**src/rtl/judge_ctrl.sv**
```systemverilog
// judge_ctrl: per-lane pending-note slots, hit/timeout judgment and a
// single serialised score/combo accumulator for the 4-lane rhythm game.
module judge_ctrl #(
  parameter int PERFECT_WIN = 40,
  parameter int GOOD_WIN    = 90,
  parameter int MISS_WIN    = 150,
  parameter int PERFECT_PTS = 300,
  parameter int GOOD_PTS    = 100
) (
  input  logic        clk,
  input  logic        rst,
  input  logic        ms_tick,
  input  logic        start,
  input  logic        chart_end,
  input  logic [3:0]  lane_key,
  input  logic        note_valid,
  input  logic [1:0]  note_lane,
  input  logic [19:0] note_time,
  output logic        note_ready,
  output logic        playing,
  output logic        done,
  output logic [19:0] song_time,
  output logic        judge_valid,
  output logic [1:0]  judge_lane,
  output logic [1:0]  judge_kind,
  output logic [31:0] score,
  output logic [15:0] combo,
  output logic [15:0] max_combo
);

  localparam logic [19:0] P_WIN = 20'(PERFECT_WIN);
  localparam logic [19:0] G_WIN = 20'(GOOD_WIN);
  localparam logic [19:0] M_WIN = 20'(MISS_WIN);
  localparam logic [32:0] P_PTS = 33'(PERFECT_PTS);
  localparam logic [32:0] G_PTS = 33'(GOOD_PTS);

  typedef enum logic [1:0] {IDLE, PLAY, DONE} state_t;

  state_t      state;
  logic [3:0]  slot_full;
  logic [3:0]  pending;
  logic [3:0]  key_prev;
  logic [3:0]  press;
  logic [3:0]  set;
  logic [3:0]  load;
  logic [3:0]  grant;
  logic [3:0]  tmo;
  logic [19:0] slot_time [4];
  logic [19:0] diff      [4];
  logic [1:0]  pend_kind [4];
  logic [1:0]  set_kind  [4];
  logic        end_seen;
  logic [1:0]  g_lane;
  logic [32:0] score_sum;
  logic [15:0] combo_nxt;

  assign note_ready = playing
                    & ~slot_full[note_lane]
                    & ~pending[note_lane];

  assign press = lane_key & ~key_prev & {4{playing}};

  assign load = (note_valid & note_ready)
              ? (4'b0001 << note_lane)
              : 4'b0000;

  // A press on a full slot decides the lane; the timeout only
  // applies on cycles without a fresh press edge.
  always_comb begin
    set = '0;
    tmo = '0;
    for (int i = 0; i < 4; i++) begin
      diff[i] = (song_time >= slot_time[i])
              ? song_time - slot_time[i]
              : slot_time[i] - song_time;
      tmo[i] = {1'b0, song_time} >
               ({1'b0, slot_time[i]} + 21'(MISS_WIN));
      set_kind[i] = 2'd2;
      if (diff[i] <= P_WIN)
        set_kind[i] = 2'd0;
      else if (diff[i] <= G_WIN)
        set_kind[i] = 2'd1;
      if (slot_full[i])
        set[i] = press[i] ? (diff[i] <= M_WIN) : tmo[i];
    end
  end

  assign grant = pending & (~pending + 4'd1);

  always_comb begin
    g_lane = 2'd0;
    unique case (1'b1)
      grant[0]: g_lane = 2'd0;
      grant[1]: g_lane = 2'd1;
      grant[2]: g_lane = 2'd2;
      grant[3]: g_lane = 2'd3;
      default:  g_lane = 2'd0;
    endcase
  end

  always_comb begin
    score_sum = {1'b0, score}
              + ((pend_kind[g_lane] == 2'd0) ? P_PTS : G_PTS);
    combo_nxt = (combo == 16'hFFFF) ? combo : combo + 16'd1;
  end

  always_ff @(posedge clk) begin
    if (rst) begin
      state       <= IDLE;
      playing     <= 1'b0;
      done        <= 1'b0;
      song_time   <= '0;
      slot_full   <= '0;
      pending     <= '0;
      key_prev    <= '0;
      end_seen    <= 1'b0;
      judge_valid <= 1'b0;
      judge_lane  <= '0;
      judge_kind  <= '0;
      score       <= '0;
      combo       <= '0;
      max_combo   <= '0;
    end else if (start) begin
      state       <= PLAY;
      playing     <= 1'b1;
      done        <= 1'b0;
      song_time   <= '0;
      slot_full   <= '0;
      pending     <= '0;
      key_prev    <= '0;
      end_seen    <= 1'b0;
      judge_valid <= 1'b0;
      judge_lane  <= '0;
      judge_kind  <= '0;
      score       <= '0;
      combo       <= '0;
      max_combo   <= '0;
    end else begin
      key_prev    <= lane_key;
      judge_valid <= 1'b0;
      if (state == PLAY) begin
        if (ms_tick && song_time != 20'hFFFFF)
          song_time <= song_time + 20'd1;
        if (chart_end)
          end_seen <= 1'b1;
        if (end_seen && slot_full == '0 && pending == '0) begin
          state   <= DONE;
          playing <= 1'b0;
          done    <= 1'b1;
        end
        slot_full <= (slot_full & ~set) | load;
        pending   <= (pending & ~grant) | set;
        for (int i = 0; i < 4; i++) begin
          if (set[i])
            pend_kind[i] <= set_kind[i];
          if (load[i])
            slot_time[i] <= note_time;
        end
        if (|grant) begin
          judge_valid <= 1'b1;
          judge_lane  <= g_lane;
          judge_kind  <= pend_kind[g_lane];
          if (pend_kind[g_lane] == 2'd2) begin
            combo <= '0;
          end else begin
            score <= score_sum[32] ? 32'hFFFF_FFFF : score_sum[31:0];
            combo <= combo_nxt;
            if (combo_nxt > max_combo)
              max_combo <= combo_nxt;
          end
        end
      end
    end
  end

endmodule

```
**config.mk**
```make
export PLATFORM = sky130hd
export DESIGN_NAME = judge_ctrl
export DESIGN_NICKNAME = d
export VERILOG_FILES = /design/src/rtl/judge_ctrl.sv
export SDC_FILE = /design/constraint.sdc
export NUM_CORES = 1
export LEC_CHECK = 0
export CAP_MARGIN = 30
export CORE_MARGIN = 5
export CORE_UTILIZATION = 37
export CTS_CLUSTER_DIAMETER = 30
export DETAILED_ROUTE_END_ITERATION = 16
export HOLD_SLACK_MARGIN = 0.05
export PLACE_DENSITY_LB_ADDON = 0.3
export SETUP_SLACK_MARGIN = 0.2
export SLEW_MARGIN = 20
export SYNTH_ARGS = -nofsm -noshare
export SYNTH_HDL_FRONTEND = slang
export SYNTH_SLANG_ARGS = --single-unit
```
**constraint.sdc**
```tcl
create_clock -name clk -period 5.9 [get_ports clk]
set_input_delay 1.18 -clock clk [delete_from_list [all_inputs] [get_ports clk]]
set_output_delay 1.18 -clock clk [all_outputs]
set_load 0.05 [all_outputs]
```
Word level (Yosys, flattened, before mapping)
Memories as Yosys holds them, arrays and structs flattened.
Cells that the tools add are included.
{"block": "word_totals", "regBits": 105, "ramBits": 88, "output_inout_bits": 92, "wordCells": 172, "mem_count": 2}
{"block": "op_classes", "add_sub_neg": 16, "magnitude_cmp": 22, "eq_ne": 4, "shift": 1, "muxes": 77, "bitwise": 18, "reduce_logical": 18}
{"name": "slot_time", "depth": 4, "width": 20, "rd": 4, "rd_clocked_by_memory_dff": 0, "write_ports": 4, "line": "48", "rtl": "logic [19:0] slot_time [4];"}
{"name": "pend_kind", "depth": 4, "width": 2, "rd": 1, "rd_clocked_by_memory_dff": 0, "write_ports": 4, "line": "50", "rtl": "logic [1:0] pend_kind [4];"}
{"op": "$sub A20 B20 Y20", "n": 8}
{"op": "$add A20 B8 Y21 const B", "n": 4}
{"op": "$gt A20 B21 Y1", "n": 4}
{"op": "$ge A20 B20 Y1", "n": 4}
{"op": "$le A20 B6 Y1 const B", "n": 4}
{"op": "$le A20 B7 Y1 const B", "n": 4}
{"op": "$le A20 B8 Y1 const B", "n": 4}
{"op": "$mux W20", "n": 4}
{"op": "$mux W1", "n": 57}
{"op": "$add A32 B9 Y33", "n": 1}
{"op": "$mux W16", "n": 2}
{"op": "$mux W32", "n": 1}
{"op": "$add A20 B1 Y20 const B", "n": 1}
{"op": "$and A4 B4 Y4", "n": 5}
{"op": "$ne A20 B20 Y1 const B", "n": 1}
{"op": "$add A16 B1 Y16 const B", "n": 1}
{"op": "$eq A16 B16 Y1 const B", "n": 1}
{"op": "$gt A16 B16 Y1", "n": 1}
{"op": "$mux W2", "n": 8}
{"op": "$not A4 Y4", "n": 4}
{"op": "$reduce_and A2 Y1", "n": 5}
{"op": "$mux W9", "n": 1}
{"op": "$logic_not A4 Y1", "n": 2}
{"op": "$or A4 B4 Y4", "n": 2}
{"op": "other kinds (18)", "n": 27}

Depth between registers and ports, before layout
{"block": "depth", "ltp_word": 12, "mapped_depth": 23}

Worst setup path before layout
No wires, ideal clock.
{"block": "synth_path", "path_kind": "reg-to-reg", "from": "reg song_time[1]", "to": "mem pend_kind[3][0] (enable)", "t_arrival_ns": 4.340, "required_time_ns": 5.591, "setup_slack_ns": 1.251, "stages_incl_launch_ff": 16, "path_cell_list": "dfxtp_1 > inv_1 > fa_1 > nand2b_1 > a211oi_2 > o21ai_2 > a311oi_2 > or2_1 > buf_4 > buf_6 > mux2i_1 > xor2_1 > nand4b_1 > nor4_2 > a21oi_1 > nor2_1"}
{"element": "from (decl)", "line": "22", "rtl": "output logic [19:0] song_time,"}
{"element": "from (signal assigned)", "line": "143", "rtl": "song_time <= song_time + 20'd1;"}
{"element": "to (decl)", "line": "50"}

==> results.toml <==
[floorplan]
die_w_um = 240
floorplan.die.height_um = 240
core-area_um2 = 52400
die_area_um2 = 57400
ios = 124
floorplan.initialDensity = 0.372
num_rows = 84

[clocking]
clkTransAtPathRegs_ns = 0.07
htreeDepth = 4
clock-sinks = 191
worst_skew_pair_later_pin_latency_ns = 0.47
root_buffer = "sky130_fd_sc_hd__clkbuf_16"
post_cts_resize_count = 0
clock_tree.buffer_depth = 2
tritoncts_clock_tree = "built"
number_of_buffers_inserted_to_repair_setup_after_cts = 0
cts-hold-fix-buffers = 0
numCtsBuffers = 17

[synthesis]
ys.warnings.count = 0
syn-cell-area_um2 = 19500
yosys.cell_types.count = 93
synth.area.top_cells = "sky130_fd_sc_hd__ha_1 (16%), sky130_fd_sc_hd__edfxtp_1 (14%), sky130_fd_sc_hd__dfxtp_1 (11%)"
number_of_register_bits_inferred_by_synthesis = 191
yosys.area.top_type_share = 0.165
synth_sequential_area_ratio = 0.241
avgSynthCellArea_um2 = 8.23
synth_enable_flop_cells = 88
synthFlopType = "sky130_fd_sc_hd__dfxtp_1"
post-synth-top-area-cell = "sky130_fd_sc_hd__ha_1"
post_synth_arst_share = 0
postSynthCellCount = 2370
synth_fp_nets = 2668

[pwr]
fin_total_pwr_mw = 2.71
p_leak_nw = 8.88
power.ir.vdd_worst_v = 0.000173
power_density_nw_per_um2 = 123

[setup_path]
criticalPathCategory = "flip-flop to flip-flop"
worst_setup_path_end_kind = "flip-flop"
critPathMaxFanout = 16
crit_path_start_kind = "flip-flop"
crit_arrival_ns = 5.30
worstPathRequired_ns = 6.06

[route]
routed_wl_um = 69800
avgRoutedWirePerCell_um = 22.1
drtAntennaViolNets = 0
drt-pass1-iter-count = 6
dr.first_iter.drc_count = 1846
dr_total_vias = 18800
route.detailed.drc = 0
vias_per_cell = 5.96

[job]
drv_cap = 0

[sta]
rsz0062_at_grt = "no"
timing.final.hold_violations = 0
drv_slew = 0
final.setup.tns_ns = 0
report.final.setup_viol = 0
fin_skew_ns = 0.0183
fmaxAchievable_mhz = 195
postLayoutSetupSlackWorst_ns = 0.763
post_route_clock_period_utilization = 0.871
worst-slew-pin-transition_ns = 0.867
finalWorstPathRequiredPeriod_ns = 5.14
slew_headroom = 0.417

[global_routing]
grt_first_pass_wirelength_um = 104000
grt_antenna_before_repair = 1
grt_pass1_vias = 17600
grt-ovfl-total = 0
pin_count_of_the_biggest_net_entering_global_routing = 32
grt_util_all_layers = 0.233

[layout]
most_frequent_cells_in_the_layout = "sky130_fd_sc_hd__ha_1 (257), sky130_fd_sc_hd__a21oi_1 (215), sky130_fd_sc_hd__nor2_1 (192)"
flow.area_growth_from_synthesis_pct = 13.2
fill_cell_instance_count_of_the_final_layout = 5250
finalNetCount = 2754
post_route_cells_drive_above_1_share = 0.0478
insertedDiodeCount = 0
final_common_cell = "sky130_fd_sc_hd__ha_1"

[place]
gp_congestion = 0.974
dp_hpwl_um = 54100
io_buffers = 123
pre_cts_slack_ns = 0.802

[outcome]
status = "completed"

[hold_path]
worstHoldPathType = "flip-flop to flip-flop"
## through the flow
stage               instance area, µm²   util  hold slack, ns  cells
finish                           22100  0.421           0.464   3157
global placement                 21400  0.408           0.445   3121
detailed placement               21500  0.409           0.458   3125
floorplan                        19500      -           0.429   2370
global route                     22100  0.421           0.489   3157
CTS                              22100  0.421           0.469   3157
## worst max-delay path, stage by stage (launching register included)
cell                       delay (ns)
sky130_fd_sc_hd__dfxtp_1         0.51
sky130_fd_sc_hd__inv_1           0.20
sky130_fd_sc_hd__ha_1            0.30
sky130_fd_sc_hd__fa_1            0.45
sky130_fd_sc_hd__nand2b_1        0.22
sky130_fd_sc_hd__a211oi_2        0.32
sky130_fd_sc_hd__o21ai_2         0.15
sky130_fd_sc_hd__a311oi_2        0.55
sky130_fd_sc_hd__or2_1           0.68
sky130_fd_sc_hd__mux2i_1         0.29
sky130_fd_sc_hd__xor2_1          0.16
sky130_fd_sc_hd__nand4b_1        0.13
sky130_fd_sc_hd__nor4_2          0.52
sky130_fd_sc_hd__a21oi_1         0.18
sky130_fd_sc_hd__nor2_1          0.19
## cell usage after synthesis (all sizes together) (15+ instances only)
cell and n:
a211oi 27, a21o 80, a21oi 219, a22oi 15, a31oi 30, and2 21
and3 27, buf 55, clkbuf 42, dfxtp 103, edfxtp 88, ha 257
inv 157, mux2i 35, nand2 144, nand2b 19, nand3 81, nand4 70
nor2 195, nor2b 35, nor3 53, nor4 16, o21a 36, o21ai 126
o21bai 30, xnor2 133, xor2 53
## power by group
group / internal (mW) / total, mW / switching, mW / leakage (nW)
clock network: 0.661 / 1.20 / 0.541 / 0.297
registers: 1.38 / 1.39 / 0.00400 / 1.61
logic: 0.0418 / 0.124 / 0.0818 / 6.97
total: 2.09 / 2.71 / 0.627 / 8.88
## metal layers
layer,routed length (µm),vias to the layer above,track usage
li1,-,8854,-
met1,31300,8994,0.327
met2,29900,842,0.360
met3,6410,113,0.0504
met4,2190,0,0.0706
met5,0,-,0
## sequential cells by signal, summed over array words and instances, names as in the netlist, 2 cells and up
name / flops
combo: 16
judge_kind: 2
judge_lane: 2
key_prev: 4
max_combo: 16
pend_kind: 8
pending: 4
score: 31
slot_full: 4
slot_time: 80
song_time: 20
state: 2
## final cells by class
cell class,instances,area (µm²),area share
clock inverters,9,93.8,0.00425
multi-input cells,1925,13800,0.623
repair buffers,164,1560,0.0706
inverters,157,589,0.0267
well taps,688,861,0.0390
flip-flops and latches,191,4700,0.213
clock buffers,23,510,0.0231
## logic make-up after synthesis
logic type / after synthesis / share of synthesized area
multiplexers: 42 / 0.0232
buffers and inverters: 254 / 0.0543
AO/OA/AOI/OAI: 704 / 0.237
AND/OR/NAND/NOR: 727 / 0.187
XOR/XNOR: 186 / 0.0835
adder cells (fa/ha/maj): 266 / 0.174
flip-flops: 191 / 0.241
## final timing paths
path	startpoint	to	slack, ns	cells after the start
worst max register to register	song_time[0]$_SDFFE_PP0P_	pend_kind[3][0]$_SDFFCE_PP0P_	0.76	14
worst min-delay path	score[0]$_SDFFE_PP0P_	score[0]$_SDFFE_PP0P_	0.46	2
worst min register to register	score[0]$_SDFFE_PP0P_	score[0]$_SDFFE_PP0P_	0.46	2
worst max-delay path	song_time[0]$_SDFFE_PP0P_	pend_kind[3][0]$_SDFFCE_PP0P_	0.76	14
(Power assumes the default switching activity.)
==> edit, RTL diff (config.mk and constraints unchanged) <==
Re-encode `state_t` (3 states) as one-hot, 3 bits wide.
--- a/src/rtl/judge_ctrl.sv
+++ b/src/rtl/judge_ctrl.sv
@@ -34,7 +34,7 @@
   localparam logic [32:0] P_PTS = 33'(PERFECT_PTS);
   localparam logic [32:0] G_PTS = 33'(GOOD_PTS);
 
-  typedef enum logic [1:0] {IDLE, PLAY, DONE} state_t;
+  typedef enum logic [2:0] {IDLE = 3'b001, PLAY = 3'b010, DONE = 3'b100} state_t;
 
   state_t      state;
   logic [3:0]  slot_full;
Function: same outputs for any inputs over 4 cycles, from zero or initial values and one cycle with rst high; so few cycles prove little.
==> edit against the unedited design <==
- sequential cell count up 1
- first-iteration DRC count up 3.7%
- cell area is 0.95% higher
- setup slack worse by 0.028 ns
- count of clock-buffer cells in the layout is 6 lower
- routed wire length increased by 3.7%
- total power shrank 1.5%
- cell count rose by 0.98%
- synthesized area increased by 1.2%
- combinational power fell by 19%
- utilization is 0.23 points higher
- largest power group unchanged
- highest routed layer is now met5
==> edit: results (changes against the unedited design) <==
[outcome]
status=finished, final reports clean  ; unchanged

[worst_setup_path]
reg2reg_depth=12  ; was 14
cpMaxStageDelayCell=a2111oi_0  ; was or2_1
crit_fanout=13  ; was 16
r2r_setup_slack_ns=0.73  ; was 0.76 ns
reg2reg_from=song_time[3]  ; was song_time[0]
r2r_end=pend_kind[2][0]  ; was pend_kind[3][0]
max_stage_delay_ns=0.73  ; was 0.68 ns

[logic_synthesis]
netlist_instances=2404  ; was 2370
synth_mux_area_frac=0.0242  ; was 0.0232
synth.distinct_cells=96  ; was 93
synth.area.top_cells=ha_1 (16%), edfxtp_1 (13%), dfxtp_1 (11%), xnor2_1 (6.3%), a21oi_1 (5.1%)  ; was ha_1 (16%), edfxtp_1 (14%), dfxtp_1 (11%), xnor2_1 (6.0%), a21oi_1 (5.5%)
syn_nets=2702  ; was 2668
synth_adder_area_share=0.172  ; was 0.174
seq_area_frac_synth=0.239  ; was 0.241
synth-xor-area-share=0.0865  ; was 0.0835
synth_compound_area_frac=0.240  ; was 0.237

[detailed_routing]
wirelength_um=72400  ; was 69800 um
drt_iter0_drc=1915  ; was 1846
met3_length_um=5130  ; was 6410 um
first_pass_iters=6  ; unchanged
highest_layer=met5  ; was met4
met1_length_um=30900  ; was 31300 um
vias=19100  ; was 18800
met2_length_um=32600  ; was 29900 um

[layout]
layout.nonclk_buf_frac=0.0694  ; was 0.0706
stdcell_count=3188  ; was 3157
buffers=161  ; was 164
inv_count=168  ; was 157
nFlopsAndLatches=192  ; was 191
final-seq-area_um2=4720  ; was 4700 um^2
fin_nets=2782  ; was 2754
num-multi-input-gates=1944  ; was 1925
fillerInstances=5177  ; was 5250
multiInputGateArea_um2=13900  ; was 13800 um^2
drive_gt1_frac=0.0457  ; was 0.0478
n_antenna_cell=3  ; was 0

[power]
p_int_uw=2020  ; was 2090 uW
ir_drop_mv=0.200  ; was 0.173 mV
clkPwrFrac=0.441  ; was 0.443
pg_clk_uw=1180
p_leak_uw=0.00902  ; was 0.00888 uW

[sta]
fin_skew_ns=0.0198  ; was 0.0183 ns
worst_pin_slew_ns=0.872  ; was 0.867 ns
whs_ns=0.459  ; was 0.464 ns

[global_routing]
grt_max_degree=89  ; was 32
antenna_found_initial=4  ; was 1
track_usage=0.239  ; was 0.233
grtUsageMet3=0.0434  ; was 0.0504
use_met2=0.378  ; was 0.360
grt_pass1_vias=18000  ; was 17600
grt_pass1_wl_um=107000  ; was 104000 um

[place]
dp_hpwl_um=55400  ; was 54100 um
gp_congestion=0.967  ; was 0.974

[clock_network]
clk_latency_ns=0.46
cts-root-buf=clkbuf_16  ; unchanged

[worst_hold_path]
min_from=state[0]  ; was score[0]
hold_path_depth=1  ; was 2
holdPathEnd=state[0]  ; was score[0]

[edit: cell types whose count changed after synthesis, moves of 11 or more]
cell | unedited run | this run
nand4_1 | 70 | 58
inv_1 | 157 | 168
nand2_1 | 144 | 164
a21oi_1 | 216 | 203
nor3_1 | 53 | 39
clkbuf_1 | 41 | 63
o21ai_0 | 118 | 129
nand3_1 | 80 | 66
o211ai_1 | 9 | 23
buf_2 | 39 | 22
[edit: worst max path at each step]
stage                             from         endpoint  slack (ns)  cells after the start
final                     song_time[3]  pend_kind[2][0]        0.73                     12
after global routing      song_time[3]  pend_kind[0][0]        0.50                     12
after CTS                 song_time[3]  pend_kind[2][0]        0.89                     12
after detailed placement  song_time[3]  pend_kind[2][1]        0.89                     12
after global placement    song_time[0]  pend_kind[3][1]        1.07                     14
after floorplan           song_time[1]  pend_kind[3][0]        1.29                     13
[edit: through the flow]
step	cell area (um^2)	utilization
after global placement	21600	0.411
after floorplan	19700	-
final	22300	0.423
after detailed placement	21600	0.411
after global routing	22300	0.423
after CTS	22200	0.422
